===== config.mk =====
export PLATFORM = sky130hd
export DESIGN_NAME = fetch_ctrl_pipe_flat
export DESIGN_NICKNAME = d
export VERILOG_FILES = /design/src/rtl/fetch_ctrl_pipe_pkg.sv /design/src/rtl/fetch_ctrl_pipe_if.sv /design/src/rtl/fetch_ctrl_pipe_cf_hazard_detect.sv /design/src/rtl/fetch_ctrl_pipe.sv /design/src/flat_wrapper.sv
export SDC_FILE = /design/constraint.sdc
export NUM_CORES = 1
export LEC_CHECK = 0
export BUFFER_PORTS_ARGS = -buffer_cell sky130_fd_sc_hd__clkbuf_2
export CORE_MARGIN = 5
export CORE_UTILIZATION = 37
export CTS_CLUSTER_DIAMETER = 120
export DETAILED_ROUTE_END_ITERATION = 6
export PLACE_DENSITY = 0.66
export SLEW_MARGIN = 15
export SYNTH_ARGS = -nofsm -noshare
export SYNTH_HDL_FRONTEND = slang
export SYNTH_SLANG_ARGS = --single-unit
export TNS_END_PERCENT = 5

===== constraint.sdc =====
create_clock -name clock -period 2.2 [get_ports clock]
set_clock_uncertainty 0.05 [all_clocks]
set_input_delay 0.11 -clock clock [delete_from_list [all_inputs] [get_ports clock]]
set_output_delay 0.11 -clock clock [all_outputs]
set_load 0.01 [all_outputs]

===== src/rtl/fetch_ctrl_pipe_pkg.sv =====
`default_nettype none
// ============================================================================
//  Module      : fetch_ctrl_pipe_pkg
//  Description : Shared types and constants for the fetch-stage controller:
//                FSM state encoding, PC mux encodings, default CF opcode.
//  Revision    : 1.0 - initial release
// ============================================================================
package fetch_ctrl_pipe_pkg;

  // CF_WAIT is the only state with the top bit set, so cf_pending can be
  // taken straight from that state flop bit.
  typedef enum logic [3:0] {
    ST_IDLE     = 4'b0000,
    ST_RUN      = 4'b0001,
    ST_MEM_WAIT = 4'b0010,
    ST_HOLD     = 4'b0011,
    ST_REDIRECT = 4'b0100,
    ST_CF_WAIT  = 4'b1000
  } fetch_state_t;

  localparam int CF_WAIT_BIT = 3;

  // PC mux select encodings
  localparam logic [1:0] PCSEL_HOLD = 2'd0;
  localparam logic [1:0] PCSEL_INC  = 2'd1;
  localparam logic [1:0] PCSEL_TGT  = 2'd2;

  // Opcode that marks a branch/jump
  localparam logic [3:0] CF_OPC_DEFAULT = 4'b0001;

endpackage : fetch_ctrl_pipe_pkg
`default_nettype wire


===== src/rtl/fetch_ctrl_pipe_if.sv =====
`default_nettype none
// ============================================================================
//  Module      : fetch_ctrl_pipe_if
//  Description : Pipeline-status inputs and fetch-control outputs of the
//                fetch-stage controller. master = controller, slave = the
//                pipeline/memory side that observes it.
//  Revision    : 1.0 - initial release
// ============================================================================
interface fetch_ctrl_pipe_if #(
  parameter int STAGES = 3,
  parameter int OPW    = 4,
  parameter int CNT_W  = 8
);
  // Pipeline status towards the controller
  logic [STAGES*OPW-1:0] stage_opc;
  logic [STAGES-1:0]     stage_valid;
  logic                  mem_ready;
  logic                  redirect_valid;
  logic                  ext_stall;

  // Fetch control from the controller
  logic                  mem_read;
  logic                  pc_write;
  logic [1:0]            pc_sel;
  logic                  ir1_load;
  logic                  ir1_bubble;
  logic                  cf_pending;
  logic [CNT_W-1:0]      stall_count;
  logic                  cf_timeout;

  modport master (
    input  stage_opc, stage_valid, mem_ready, redirect_valid, ext_stall,
    output mem_read, pc_write, pc_sel, ir1_load, ir1_bubble,
           cf_pending, stall_count, cf_timeout
  );

  modport slave (
    output stage_opc, stage_valid, mem_ready, redirect_valid, ext_stall,
    input  mem_read, pc_write, pc_sel, ir1_load, ir1_bubble,
           cf_pending, stall_count, cf_timeout
  );

endinterface : fetch_ctrl_pipe_if
`default_nettype wire


===== src/rtl/fetch_ctrl_pipe_cf_hazard_detect.sv =====
`default_nettype none
// ============================================================================
//  Module      : cf_hazard_detect
//  Description : Combinational control-flow hazard detector. Flags when any
//                valid downstream stage (index 0 = IR1) holds the CF opcode.
//  Revision    : 1.0 - initial release
// ============================================================================
module cf_hazard_detect
  import fetch_ctrl_pipe_pkg::*;
#(
  parameter int             STAGES = 3,
  parameter int             OPW    = 4,
  parameter logic [OPW-1:0] CF_OPC = OPW'(CF_OPC_DEFAULT)
) (
  input  logic [STAGES*OPW-1:0] stage_opc,
  input  logic [STAGES-1:0]     stage_valid,
  output logic                  hazard
);

  logic [STAGES-1:0] stage_match;

  generate
    for (genvar i = 0; i < STAGES; i++) begin : g_stage
      assign stage_match[i] = stage_valid[i] && (stage_opc[i*OPW +: OPW] == CF_OPC);
    end
  endgenerate

  assign hazard = |stage_match;

endmodule : cf_hazard_detect
`default_nettype wire


===== src/rtl/fetch_ctrl_pipe.sv =====
`default_nettype none
// ============================================================================
//  Module      : fetch_ctrl_pipe
//  Description : Fetch-stage controller. Drives I-mem read, PC write/select
//                and IR1 load/bubble; stalls on in-flight control flow,
//                memory wait-states and external stalls; takes branch
//                redirects; counts stall cycles with a sticky timeout flag.
//  Revision    : 1.0 - initial release
// ============================================================================
module fetch_ctrl_pipe
  import fetch_ctrl_pipe_pkg::*;
#(
  parameter int             OPW         = 4,
  parameter int             STAGES      = 3,
  parameter logic [OPW-1:0] CF_OPC      = OPW'(CF_OPC_DEFAULT),
  parameter int             CNT_W       = 8,
  parameter int             MAX_CF_WAIT = 16
) (
  input  logic              clock,
  input  logic              reset,
  fetch_ctrl_pipe_if.master bus
);

  localparam logic [CNT_W-1:0] CNT_SAT      = {CNT_W{1'b1}};
  localparam logic [31:0]      MAX_CF_WAIT_U = MAX_CF_WAIT;

  fetch_state_t     state;
  fetch_state_t     next_state;
  logic [CNT_W-1:0] next_count;
  logic             hazard;

  cf_hazard_detect #(
    .STAGES (STAGES),
    .OPW    (OPW),
    .CF_OPC (CF_OPC)
  ) u_cf_hazard_detect (
    .stage_opc   (bus.stage_opc),
    .stage_valid (bus.stage_valid),
    .hazard      (hazard)
  );

  // Priority decision: redirect > hazard > memory wait > external stall > run.
  // Every state (IDLE included) re-evaluates the full list each edge.
  always_comb begin
    next_state = ST_RUN;
    if (bus.redirect_valid)  next_state = ST_REDIRECT;
    else if (hazard)         next_state = ST_CF_WAIT;
    else if (!bus.mem_ready) next_state = ST_MEM_WAIT;
    else if (bus.ext_stall)  next_state = ST_HOLD;
  end

  // Stall counter: cleared on entering RUN, otherwise saturating increment.
  always_comb begin
    next_count = '0;
    if (next_state == ST_RUN)          next_count = '0;
    else if (bus.stall_count == CNT_SAT) next_count = CNT_SAT;
    else                               next_count = bus.stall_count + 1'b1;
  end

  // State register with registered fetch-control outputs for the next state.
  always_ff @(posedge clock or posedge reset) begin
    if (reset) begin
      state           <= ST_IDLE;
      bus.mem_read    <= 1'b1;
      bus.pc_write    <= 1'b0;
      bus.pc_sel      <= PCSEL_HOLD;
      bus.ir1_load    <= 1'b0;
      bus.ir1_bubble  <= 1'b0;
      bus.stall_count <= '0;
      bus.cf_timeout  <= 1'b0;
    end else begin
      state           <= next_state;
      bus.mem_read    <= 1'b1;
      bus.stall_count <= next_count;
      // Sticky: rises in the same cycle the count shows the limit in CF_WAIT.
      if ((next_state == ST_CF_WAIT) && (32'(next_count) >= MAX_CF_WAIT_U))
        bus.cf_timeout <= 1'b1;
      case (next_state)
        ST_REDIRECT: begin
          bus.pc_write   <= 1'b1;
          bus.pc_sel     <= PCSEL_TGT;
          bus.ir1_load   <= 1'b0;
          bus.ir1_bubble <= 1'b1;
        end
        ST_CF_WAIT: begin
          bus.pc_write   <= 1'b0;
          bus.pc_sel     <= PCSEL_HOLD;
          bus.ir1_load   <= 1'b0;
          bus.ir1_bubble <= 1'b1;
        end
        ST_MEM_WAIT, ST_HOLD: begin
          // IR1 keeps its previous word
          bus.pc_write   <= 1'b0;
          bus.pc_sel     <= PCSEL_HOLD;
          bus.ir1_load   <= 1'b0;
          bus.ir1_bubble <= 1'b0;
        end
        default: begin
          bus.pc_write   <= 1'b1;
          bus.pc_sel     <= PCSEL_INC;
          bus.ir1_load   <= 1'b1;
          bus.ir1_bubble <= 1'b0;
        end
      endcase
    end
  end

  // Direct flop bit: only the CF_WAIT encoding has it set.
  assign bus.cf_pending = state[CF_WAIT_BIT];

endmodule : fetch_ctrl_pipe
`default_nettype wire


===== src/flat_wrapper.sv =====
// flat-port wrapper written by rule: the top's interface ports become plain ports
module fetch_ctrl_pipe_flat import fetch_ctrl_pipe_pkg::*;
#(
  parameter int             OPW         = 4,
  parameter int             STAGES      = 3,
  parameter logic [OPW-1:0] CF_OPC      = OPW'(CF_OPC_DEFAULT),
  parameter int             CNT_W       = 8,
  parameter int             MAX_CF_WAIT = 16
)
  (clock, reset, bus_stage_opc, bus_stage_valid, bus_mem_ready, bus_redirect_valid, bus_ext_stall, bus_mem_read, bus_pc_write, bus_pc_sel, bus_ir1_load, bus_ir1_bubble, bus_cf_pending, bus_stall_count, bus_cf_timeout);
  fetch_ctrl_pipe_if #(.STAGES(STAGES), .OPW(OPW), .CNT_W(CNT_W)) bus_i ();
  input  logic clock;
  input  logic reset;
  input wire logic [$bits(bus_i.stage_opc)-1:0] bus_stage_opc;
  input wire logic [$bits(bus_i.stage_valid)-1:0] bus_stage_valid;
  input wire logic [$bits(bus_i.mem_ready)-1:0] bus_mem_ready;
  input wire logic [$bits(bus_i.redirect_valid)-1:0] bus_redirect_valid;
  input wire logic [$bits(bus_i.ext_stall)-1:0] bus_ext_stall;
  output wire logic [$bits(bus_i.mem_read)-1:0] bus_mem_read;
  output wire logic [$bits(bus_i.pc_write)-1:0] bus_pc_write;
  output wire logic [$bits(bus_i.pc_sel)-1:0] bus_pc_sel;
  output wire logic [$bits(bus_i.ir1_load)-1:0] bus_ir1_load;
  output wire logic [$bits(bus_i.ir1_bubble)-1:0] bus_ir1_bubble;
  output wire logic [$bits(bus_i.cf_pending)-1:0] bus_cf_pending;
  output wire logic [$bits(bus_i.stall_count)-1:0] bus_stall_count;
  output wire logic [$bits(bus_i.cf_timeout)-1:0] bus_cf_timeout;
  assign bus_i.stage_opc = bus_stage_opc;
  assign bus_i.stage_valid = bus_stage_valid;
  assign bus_i.mem_ready = bus_mem_ready;
  assign bus_i.redirect_valid = bus_redirect_valid;
  assign bus_i.ext_stall = bus_ext_stall;
  assign bus_mem_read = bus_i.mem_read;
  assign bus_pc_write = bus_i.pc_write;
  assign bus_pc_sel = bus_i.pc_sel;
  assign bus_ir1_load = bus_i.ir1_load;
  assign bus_ir1_bubble = bus_i.ir1_bubble;
  assign bus_cf_pending = bus_i.cf_pending;
  assign bus_stall_count = bus_i.stall_count;
  assign bus_cf_timeout = bus_i.cf_timeout;
  fetch_ctrl_pipe #(.OPW(OPW), .STAGES(STAGES), .CF_OPC(CF_OPC), .CNT_W(CNT_W), .MAX_CF_WAIT(MAX_CF_WAIT)) u_core (.clock(clock), .reset(reset), .bus(bus_i));
endmodule

# Word-level counts from Yosys, hierarchy flattened
# Cells that the tools add are included.
# op_classes
n_addsub	1
order_cmp	1
n_eq_ne	9
mux	10
reduce_logical	8
# ops
op	n
4-bit by 1-bit == test with 1-bit output (second input constant)	4
8-bit two-way mux	2
4-bit two-way mux	3
8-bit by 1-bit adder with 8-bit output (second input constant)	1
4-bit by 2-bit == test with 1-bit output (second input constant)	2
8-bit == test (second input constant)	1
8-bit by 5-bit >= comparator with 1-bit output (second input constant)	1
3-bit OR reduction	2
4-bit by 3-bit == test with 1-bit output (second input constant)	1
4-bit == test (second input constant)	1
1-bit logical AND	4
2-bit case mux with 2 select lines	1
4-bit OR reduction	1
1-bit two-way mux	3
2-bit two-way mux	1
2-bit OR reduction	1
# word_totals
reg_bits	18
input_bits	20
elab_cells	36

# Logic depth before layout (Yosys ltp)
# logic_depth
word_depth	9
ltp_mapped	7

# Hierarchy
# From an unflattened synthesis, not the netlist that was laid out.
# hier_totals
hier_cells	66
area_unflattened_um2	701.9
# modules_own_cells
module	n_inst	cells_each	area_each_um2
fetch_ctrl_pipe	1	59	660.6
cf_hazard_detect	1	7	41.3

# Worst setup path before layout
# No wires, ideal clock.
# synth_path
kind	flip-flop to flip-flop
from	register u_core.bus.stall_count[0] (netlist name)
to	register u_core.bus.cf_timeout
arrival_ns	1.535
required_ns	2.024
path_slack_ns	0.488
path_stages_with_launch	7
synth_period_minus_slack_ns	1.712
path_cell_list	dfrtp_1 -> ha_1 -> and3_1 -> a31oi_1 -> nor3_4 -> o41ai_2 -> nand2b_1
# synth_via
elab_chain_cells	5
elab_cells_between_ends	6
# synth_rtl
element	line_no	source
start, declared	fetch_ctrl_pipe_if.sv:34	cf_pending, stall_count, cf_timeout
start signal, assigned	fetch_ctrl_pipe.sv:74	bus.stall_count <= next_count;
8-bit by 1-bit adder with 8-bit output / 8-bit == test (equally long branches)	fetch_ctrl_pipe.sv:57, fetch_ctrl_pipe.sv:56	
8-bit two-way mux *	fetch_ctrl_pipe.sv:56	else if (bus.stall_count == CNT_SAT) next_count = CNT_SAT;
8-bit two-way mux *	fetch_ctrl_pipe.sv:55	if (next_state == ST_RUN) next_count = '0;
via u_core.next_count[6]	fetch_ctrl_pipe.sv:29	logic [CNT_W-1:0] next_count;
8-bit by 5-bit >= comparator with 1-bit output *	fetch_ctrl_pipe.sv:76	if ((next_state == ST_CF_WAIT) && (32'(next_count) >= MAX_CF_WAIT_U))
1-bit logical AND *	fetch_ctrl_pipe.sv:76	
end signal, assigned	fetch_ctrl_pipe.sv:70	bus.cf_timeout <= 1'b0;
end signal, assigned	fetch_ctrl_pipe.sv:77	bus.cf_timeout <= 1'b1;
end, declared	fetch_ctrl_pipe_if.sv:34	
# Mark *: on every way through the listed nets, which the timed path passes. The rest lies on a longest branch.
# A chain may end at the register's enable or synchronous reset.

# Worst setup path after layout
# Same ends and word-level chain as after synthesis.

==> parameters.txt <==
Parameter                              Value

Outcome
  Status    complete, no violations

STA
  Unrepaired setup endpoints after global routing    no
  Measured slew at the worst slew-check pin    567 ps
  Final number of max-transition violations    0
  Worst slew margin relative to its limit    62.2%
  Post-route minimum period    1780 ps
  Final period util    81.0%
  Final number of hold-violating endpoints    0
  # setup viols final    0
  Peak clock frequency supported by timing    0.561 GHz
  Crit path setup slack, layout    418 ps
  Setup Total Neg Slack    0 ps

Setup path
  Kind of launch point of the worst setup path    flip-flop
  Launching instance or port of the critical path    u_core.bus.stall_count[0]
  Critical Path Fanout Max    5
  Endpoint class of the critical path    flip-flop
  Reg-to-reg slack, setup    420 ps
  Worst reg-to-reg path cell count    6
  Worst Path Class, Setup    reg2reg
  Data arrival, critical path    1900 ps
  Required time of the critical path    2310 ps
  Origin of the critical flop-to-flop path    u_core.bus.stall_count[0]
  Capture instance of the worst register-to-register path    u_core.bus.cf_timeout
  Capture point of the worst path    u_core.bus.cf_timeout

Worst hold path
  Type of the worst min-delay path    in2reg

Cells and area
  Number of diodes    0
  Most frequent standard cell in the layout excluding fill and tap cells    sky130_fd_sc_hd__clkbuf_2
  Most used cells in the layout excluding fill and tap cells    sky130_fd_sc_hd__clkbuf_2, sky130_fd_sc_hd__dfrtp_1
  Number of fill cells in the layout    194
  Relative area change from synthesis to final layout    32.0%
  Area taken by flip-flops and latches    375 um2
  Number of cells in the finished layout apart from fillers    129
  Area of the multi-input gates    318 um2
  Final net count    124
  Final cell utilization of the core    50.3%
  Fraction of final layout cells sized beyond drive strength 1    47.1%

Job
  Max-cap violations    0

Floorplan
  Standard-cell row count    16
  Number of top-level design ports    36
  Die width    54.5 um
  Core footprint    0.00192 mm2
  Effective utilization at floorplan    38.1%
  Area of the die    0.00297 mm2
  Vertical extent of the die    54.5 um

CTS
  Clock sink total    15
  Number of buffers created by CTS    3
  Clock tree from TritonCTS    built
  Clock transition at path regs    90 ps
  Cts repair resizes    0
  Library cell used as clock root buffer    sky130_fd_sc_hd__clkbuf_4
  Deepest clock path buffer count    2
  Worst skew pair latency    270 ps
  H-Tree Level Count    1
  Number of post-CTS setup repair buffers    0

Power and ir drop
  Largest voltage drop on the vdd net    0.000352 V
  Pwr Density    813 mW/mm2
  Static Leakage    0.477 nW
  Sum of internal, switching and leakage power    0.785 mW

Place
  Final weighted congestion in routability-driven placement    0.703
  Pre-CTS WS    408 ps
  Count of input and output buffers    34
  Post-detailed-placement half-perimeter wirelength    1240 um
  Placed Cells    122

Synth
  Count of state elements after synthesis    15
  Post-synthesis instance area    732 um2
  Portion of the post-synthesis area used by sequential elements    51.3%
  Cells after synthesis    64
  Avg Inst Size Synth    11.4 um2
  FFs w/ async S/R, synth    100%
  Synth Net Count    85
  Count of distinct cell types in the synthesized netlist    30
  Synth Warn #    0
  Number of flops mapped to enable cells by yosys    0
  Top FF cell, synth    sky130_fd_sc_hd__dfrtp_1

Routing
  Count of unresolved DRC violations after routing    0
  First-pass iteration count of the detailed router    4
  Wire length per cell after detailed routing    11.8 um
  Number of DRC markers after the initial detailed-route iteration    4
  Routed WL    1530 um
  Via density per instance    4.80
  Antenna-violating nets left    0
  Total via count after detailed routing    619

Global routing
  Global-route wire length before repair    2760 um
  Via count of the first global-routing pass    688
  Initial antenna violation count    0
  All-Layer GR Usage    13.0%
  Global route overflow    0
  Maximum number of pins on one net before global-route repair    16
==> final cells by class <==
type | count | area share, %
clock buffers | 3 | 2.33
clock inverters | 1 | 0.518
inverters | 3 | 1.17
multi-input cells | 43 | 32.9
flip-flops and latches | 15 | 38.9
well taps | 27 | 3.50
repair buffers | 37 | 20.7
==> cells by family (layout without fill, tap and decap cells) <==
kind of cell	after synthesis	in the layout	synth area share, %
buf+inv	6	44	5.30
flops	15	15	51.3
simple gates	28	28	27.4
fa+ha+maj	1	1	1.71
mux	1	1	1.37
xor+xnor	3	3	3.59
other cells	1	1	0.512
compound gates	9	9	8.89
==> synthesized netlist by cell type, drive strengths merged, types with 3 or more instances <==
master	n	area (um2)
inv	3	11.3
nand3	4	20.0
dfrtp	15	375
buf	3	27.5
nor2	4	15.0
and3	3	18.8
nand2	4	15.0
nor4b	3	38.8
a21oi	5	28.8
==> where the power goes <==
| part | leakage (nW) | switching [mW] | internal (mW) |
|---|---|---|---|
| clock | 0.0177 | 0.0833 | 0.0673 |
| sequential | 0.190 | 0.0683 | 0.333 |
| combinational | 0.269 | 0.118 | 0.115 |
| total | 0.477 | 0.269 | 0.516 |
==> repair_timing <==
item	in CTS	in global routing
endpoints found under the hold margin	16	1
setup endpoints to repair	0	0
hold buffers	2	1
==> critical path: stages, from the launching register on <==
cell                       delay (ps)
sky130_fd_sc_hd__dfrtp_1          420
sky130_fd_sc_hd__ha_1             250
sky130_fd_sc_hd__and3_1           210
sky130_fd_sc_hd__a31oi_1          270
sky130_fd_sc_hd__nor3_4            60
sky130_fd_sc_hd__o41ai_2          320
sky130_fd_sc_hd__nand2b_1          90
==> stage by stage <==
step                      hold WS (ps)  instance area [um2]
after floorplan                  -38.5                  732
after global routing              65.7                  966
after global placement             118                  908
after detailed placement           124                  908
after CTS                         5.30                  956
final                             86.0                  966
==> registers in the layout (all words and copies together) (netlist names) <==
| signal | cells |
|---|---|
| u_core.state | 1 |
| u_core.bus.pc_sel | 2 |
| u_core.bus.pc_write | 1 |
| u_core.bus.stall_count | 8 |
| u_core.bus.ir1_load | 1 |
| u_core.bus.ir1_bubble | 1 |
| u_core.bus.cf_timeout | 1 |
==> worst min path at each step <==
stage	cells after the start	end	from
floorplan	1	u_core.bus.cf_timeout	reset
global route	3	u_core.bus.pc_write	bus_ext_stall
finish	3	u_core.bus.pc_write	bus_ext_stall
CTS	2	u_core.bus.pc_write	bus_mem_ready
detailed placement	2	u_core.bus.ir1_load	reset
global placement	2	u_core.bus.pc_sel[0]	reset
==> layer usage <==
metal / track usage, % / wire (um)
met3: 4.90 / 179
met4: 6.22 / 0
met2: 21.3 / 704
met1: 14.8 / 640
met5: 0 / 0
(Power assumes the default switching activity.)
